## src/rtl/aes_pkg.sv

```systemverilog
// Shared AES constants, FSM encoding and GF(2^8) S-box helper functions.
package aes_pkg;

  localparam int unsigned AES_STATE_W = 128;
  localparam int unsigned AES_WORD_W  = 32;
  localparam int unsigned AES_BYTES   = 16;

  typedef enum logic [1:0] {
    IDLE = 2'd0,
    RUN  = 2'd1,
    DONE = 2'd2
  } fsm_state_e;

  // Multiply in GF(2^8) modulo x^8 + x^4 + x^3 + x + 1.
  function automatic logic [7:0] gf_mul(input logic [7:0] a, input logic [7:0] b);
    logic [7:0] acc;
    logic [7:0] aa;
    acc = 8'h00;
    aa  = a;
    for (int i = 0; i < 8; i++) begin
      if (b[i]) begin
        acc = acc ^ aa;
      end else begin
        acc = acc;
      end
      aa = {aa[6:0], 1'b0} ^ (aa[7] ? 8'h1b : 8'h00);
    end
    return acc;
  endfunction

  // Multiplicative inverse as x^254; zero maps to zero as AES requires.
  function automatic logic [7:0] gf_inv(input logic [7:0] x);
    logic [7:0] r;
    logic [7:0] b;
    logic [7:0] e;
    r = 8'h01;
    b = x;
    e = 8'hfe;
    for (int i = 0; i < 8; i++) begin
      if (e[i]) begin
        r = gf_mul(r, b);
      end else begin
        r = r;
      end
      b = gf_mul(b, b);
    end
    return r;
  endfunction

  // Rotate a byte left by n bits.
  function automatic logic [7:0] rotl8(input logic [7:0] x, input int unsigned n);
    return (x << n) | (x >> (8 - n));
  endfunction

  // Forward S-box: inverse followed by the affine transform.
  function automatic logic [7:0] sbox_fwd(input logic [7:0] x);
    logic [7:0] v;
    v = gf_inv(x);
    return v ^ rotl8(v, 1) ^ rotl8(v, 2) ^ rotl8(v, 3) ^ rotl8(v, 4) ^ 8'h63;
  endfunction

  // Inverse S-box: undo the affine transform, then invert.
  function automatic logic [7:0] sbox_inv(input logic [7:0] x);
    logic [7:0] t;
    t = rotl8(x, 1) ^ rotl8(x, 3) ^ rotl8(x, 6) ^ 8'h05;
    return gf_inv(t);
  endfunction

endpackage

```

## src/rtl/sub_bytes_iter_sbox.sv

```systemverilog
// Single-byte AES substitution boxes used by the lane array of sub_bytes_iter.
// The inverse box only exists when SUB_BYTES_INV_MODE_EN is defined.
module aes_sbox
  import aes_pkg::*;
(
  input  logic [7:0] data,
  output logic [7:0] result
);
  assign result = sbox_fwd(data);
endmodule

`ifdef SUB_BYTES_INV_MODE_EN
module aes_inv_sbox
  import aes_pkg::*;
(
  input  logic [7:0] data,
  output logic [7:0] result
);
  assign result = sbox_inv(data);
endmodule
`endif

```

## src/rtl/sub_bytes_iter.sv

```systemverilog
// Iterative AES SubBytes engine: substitutes LANES bytes of a 128-bit state
// per cycle (least significant lane first) and holds the result under
// valid/ready handshakes on both sides.
// Optional feature macro: SUB_BYTES_INV_MODE_EN adds an inv_mode input that
// selects the inverse S-box for the whole state, captured on accept.
module sub_bytes_iter
  import aes_pkg::*;
#(
  parameter int unsigned LANES = 4
) (
  input  logic                  clk,
  input  logic                  rst,
  input  logic                  in_valid,
  output logic                  in_ready,
  input  logic [AES_WORD_W-1:0] w0_curr,
  input  logic [AES_WORD_W-1:0] w1_curr,
  input  logic [AES_WORD_W-1:0] w2_curr,
  input  logic [AES_WORD_W-1:0] w3_curr,
`ifdef SUB_BYTES_INV_MODE_EN
  input  logic                  inv_mode,
`endif
  output logic                  out_valid,
  input  logic                  out_ready,
  output logic [AES_WORD_W-1:0] w0_next,
  output logic [AES_WORD_W-1:0] w1_next,
  output logic [AES_WORD_W-1:0] w2_next,
  output logic [AES_WORD_W-1:0] w3_next,
  output logic                  busy
);

  localparam int unsigned BEATS   = AES_BYTES / LANES;
  localparam int unsigned CNT_W   = $clog2(BEATS) + 1;
  localparam int unsigned CHUNK_W = 8 * LANES;

  if (!(LANES == 1 || LANES == 2 || LANES == 4 || LANES == 8 || LANES == 16)) begin : g_bad_lanes
    $error("sub_bytes_iter: LANES must be 1, 2, 4, 8 or 16");
  end

  fsm_state_e             state_r;
  fsm_state_e             state_s;
  logic [AES_STATE_W-1:0] st_r;
  logic [CNT_W-1:0]       cnt_r;
  logic [CHUNK_W-1:0]     chunk_s;
  logic [CHUNK_W-1:0]     sub_s;
  logic                   accept_s;
  logic                   last_beat_s;
`ifdef SUB_BYTES_INV_MODE_EN
  logic                   inv_mode_r;
`endif

  assign in_ready    = (state_r == IDLE) && !rst;
  assign accept_s    = in_valid && in_ready;
  assign last_beat_s = (cnt_r == CNT_W'(BEATS - 1));
  assign out_valid   = (state_r == DONE);
  assign busy        = (state_r != IDLE);

  // Outputs come straight from the state register, never from the inputs.
  assign w0_next = st_r[127:96];
  assign w1_next = st_r[95:64];
  assign w2_next = st_r[63:32];
  assign w3_next = st_r[31:0];

  // Select the group of bytes being substituted on this beat.
  always_comb begin
    chunk_s = st_r[CHUNK_W*cnt_r +: CHUNK_W];
  end

  for (genvar i = 0; i < LANES; i++) begin : g_lane
    logic [7:0] fwd_s;
    aes_sbox u_sbox (
      .data   (chunk_s[8*i +: 8]),
      .result (fwd_s)
    );
`ifdef SUB_BYTES_INV_MODE_EN
    logic [7:0] inv_s;
    aes_inv_sbox u_inv_sbox (
      .data   (chunk_s[8*i +: 8]),
      .result (inv_s)
    );
    assign sub_s[8*i +: 8] = inv_mode_r ? inv_s : fwd_s;
`else
    assign sub_s[8*i +: 8] = fwd_s;
`endif
  end

  // FSM state register.
  always_ff @(posedge clk) begin
    if (rst) begin
      state_r <= IDLE;
    end else begin
      state_r <= state_s;
    end
  end

  // Next-state logic: accept only in IDLE, fixed beat count, hold DONE until taken.
  always_comb begin
    state_s = state_r;
    case (state_r)
      IDLE: begin
        if (accept_s) state_s = RUN;
        else          state_s = IDLE;
      end
      RUN: begin
        if (last_beat_s) state_s = DONE;
        else             state_s = RUN;
      end
      DONE: begin
        if (out_ready) state_s = IDLE;
        else           state_s = DONE;
      end
      default: state_s = IDLE;
    endcase
  end

  // Datapath: load on accept, substitute one lane group per RUN cycle, else hold.
  always_ff @(posedge clk) begin
    if (rst) begin
      st_r  <= {AES_STATE_W{1'b0}};
      cnt_r <= {CNT_W{1'b0}};
`ifdef SUB_BYTES_INV_MODE_EN
      inv_mode_r <= 1'b0;
`endif
    end else if (accept_s) begin
      st_r  <= {w0_curr, w1_curr, w2_curr, w3_curr};
      cnt_r <= {CNT_W{1'b0}};
`ifdef SUB_BYTES_INV_MODE_EN
      inv_mode_r <= inv_mode;
`endif
    end else if (state_r == RUN) begin
      st_r[CHUNK_W*cnt_r +: CHUNK_W] <= sub_s;
      cnt_r <= cnt_r + 1'b1;
    end else begin
      st_r  <= st_r;
      cnt_r <= cnt_r;
    end
  end

endmodule

```

## config.mk

```make
export PLATFORM = sky130hd
export DESIGN_NAME = sub_bytes_iter
export DESIGN_NICKNAME = d
export VERILOG_FILES = /design/src/rtl/aes_pkg.sv /design/src/rtl/sub_bytes_iter_sbox.sv /design/src/rtl/sub_bytes_iter.sv
export SDC_FILE = /design/constraint.sdc
export NUM_CORES = 2
export LEC_CHECK = 0
export BUFFER_PORTS_ARGS = -buffer_cell sky130_fd_sc_hd__buf_2
export CELL_PAD_IN_SITES_DETAIL_PLACEMENT = 0
export CELL_PAD_IN_SITES_GLOBAL_PLACEMENT = 1
export CORE_AREA = 2 2 438 527
export CTS_CLUSTER_DIAMETER = 200
export DETAILED_ROUTE_END_ITERATION = 10
export DIE_AREA = 0 0 440 529
export PLACE_DENSITY = 0.67
export SLEW_MARGIN = 25
export SYNTH_ARGS = -nofsm -noshare
export SYNTH_HDL_FRONTEND = slang
export SYNTH_HIERARCHICAL = 1
export SYNTH_SLANG_ARGS = --single-unit
```

## constraint.sdc

```tcl
create_clock -name clk -period 14.8 [get_ports clk]
set_input_delay 1.48 -clock clk [delete_from_list [all_inputs] [get_ports clk]]
set_output_delay 1.48 -clock clk [all_outputs]
set_load 0.005 [all_outputs]
```

==> impl_metrics.ini <==
[run_status]
status = finished, violations left
violations = setup timing

[synthesis]
synthTopCellsByArea = xnor2_1 18%, xnor3_1 12%, nor2_1 6.0%
netlist_area_sq_mm = 0.06804
ys.flop_type = dfxtp_1
synth_nets = 8729
syn_area_per_cell_sq_um = 7.947
synth_enable_flop_cells = 0
synth.yosys.seq_area_share_pct = 3.913
synth-seq-cells = 133
netlist_instances = 8562
yosysTopAreaCell = xnor2_1
ys_types = 120
synth_commonest_cells = 1392 x xnor2_1, 1085 x nor2_1, 879 x nand2_1
async_flop_share_pct = 0
synth_most_common_cell = xnor2_1
synth_top_area_share_pct = 17.92
synth_warnings = 6

[worst_hold_path]
hold_path_end = cnt_r[2]
holdPathStages = 2
worstHoldStart = cnt_r[2]
hp-class = reg -> reg

[worst_setup_path]
path_class = reg -> reg
r2r_slack_ns = -0.04
critPathMaxStageDelay_ns = 0.54
endpoint_kind = flip-flop
r2r-end = st_r[64]
slowest_stage = xor3_2
reg2regPathDepth = 57
r2r_start = cnt_r[0]
critPathRequiredTime_ns = 15.24
critPathLaunchType = flip-flop
cp.arrival_ns = 15.28
critPathLaunch = cnt_r[0]
worst-path-max-fanout = 11
crit_path_frequent_cell = buf_4

[global_routing]
grt_pass1_vias = 69950
track_usage_pct = 22.14
grt_overflow_total = 0
grt_max_degree = 105
grt_pass1_wl_mm = 411.2
antenna_found_initial = 18

[placed_design]
routabilityCongestion = 0.9376
dp_slack_ns = -0.8386
numPortBuffers = 262
hpwl_mm = 208.6
dpl.cell_count = 13110

[route]
antenna_left = 0
routedWlPerCell_microns = 20.24
avgViaCountPerCell = 5.261
drc = 0
wl_mm = 270.2
drt_iter0_markers = 5308
drt_pass1_iterations = 6
vias = 70240

[sta]
finalSetupTns_ns = -0.04516
timing.fmax_ghz = 0.06737
worst_slack_ns = -0.04245
rsz0062_at_grt = true
finalSetupViolCount = 2
worst-slew-pin-transition_ns = 1.035
maxSlewViolCount = 0
worst_clock_skew_ns = 0.02917
finalCritPeriodShare_pct = 100.3
relSlewSlack_pct = 31.02
post-route-min-period_ns = 14.84
hold_viol = 0

[clock_tree]
path_clk_slew_ns = 0.07
clk_path_buf_depth = 3
cts_tree = done
cts_buffers = 25
insertion_delay_ns = 0.55
cts_sinks = 133
htreeDepth = 4
root_buffer = clkbuf_16

[final_layout]
nNetsFinal = 10500
final_util_pct = 40.86
final_layout_size_suffix_gt1_share_pct = 35.95
area_growth_pct = 36.63
n_fill_cell = 22710
fin_cells = 13350
multi_input_area_sq_mm = 0.06722
seq_area_sq_mm = 0.002670

[floorplanning]
num_rows = 192
ios = 263
initial_core_util_pct = 29.91
die_area_sq_mm = 0.2328
die_w_microns = 440
coreArea_sq_mm = 0.2275
dieHeight_microns = 529

[job]
cap_violations = 0
## cell type report
class                      count  share of cell area [%]
multi-input combinational   7678                   72.31
timing repair buffer        2373                   19.53
tap                         3007                   4.047
sequential                   133                   2.872
clock buffer                  29                  0.7120
inverter                     119                  0.4859
clock inverter                 4                 0.02154
antenna                        6                 0.01615
## registers in the layout (all words and copies together), names as in the netlist
register	count
cnt_r	3
state_r	2
st_r	128
## cells in the final DEF, fill, tap and decap left out, types with 74 or more instances in the layout
cell type,count
buf_4,1984
nand3_1,240
xnor3_2,127
nand4_1,74
a311oi_1,90
nor3_1,279
xor2_1,297
dfxtp_1,131
o21ai_0,209
xor2_2,74
xnor2_1,1186
xnor2_4,116
nand2b_1,95
o22ai_1,100
a21oi_1,324
nand2_1,862
mux2i_1,221
nor2b_1,75
nor2_1,1059
inv_1,78
and2_1,81
xnor2_2,311
buf_2,262
xnor3_1,273
## layer usage
| layer | up-vias | share of wire (%) | global-route usage (%) |
|---|---|---|---|
| met2 | 2019 | 51 | 40.05 |
| met5 | - | 0.0078 | 0 |
| met3 | 504 | 4.0 | 1.653 |
| met1 | 34120 | 40 | 26.34 |
| met4 | 4 | 5.2 | 10.40 |
| li1 | 33590 | - | - |
## cell families after synthesis
logic type,share of synthesized area (%)
AO/OA/AOI/OAI,17.25
multiplexers,5.598
XOR/XNOR,45.72
adder cells (fa/ha/maj),0.7025
flip-flops,3.913
buffers and inverters,5.248
AND/OR/NAND/NOR,21.57
## worst max-delay path by stage
stage                to  cells after the start  slack [ns]
2_1_floorplan  st_r[77]                     61       -0.03
3_3_place_gp   st_r[65]                     59       -0.85
3_5_place_dp   st_r[64]                     59       -0.84
4_1_cts        st_r[39]                     59      0.0006
5_1_grt        st_r[67]                     63       -0.75
6_report       st_r[64]                     57       -0.04
## metrics by stage
stage	hold WS (ns)	area (sq um)
finish	0.5048	92960
detailed placement	0.4887	86170
global placement	0.4863	86160
global route	0.5378	92950
floorplan	0.4582	68850
CTS	0.5043	89350
## worst max-delay path: cells and delay by family, from the launching register on
| kind | cells | cell delay (ns) |
|---|---|---|
| xor+xnor | 16 | 5.12 |
| simple gates | 13 | 2.76 |
| fa+ha+maj | 1 | 0.25 |
| buf+inv | 10 | 1.69 |
| mux | 4 | 1.09 |
| compound gates | 13 | 3.39 |
| flops | 1 | 0.38 |
## what timing repair did
action	in CTS	in global routing
resized for setup	288	455
gates cloned	3	3
setup buffers	74	118
endpoints found under the setup margin	128	128
hold buffers	0	0
pin swaps	126	207
Power is not shown: default switching activity piles up to over one toggle a cycle in this logic, so the estimate is an artifact.
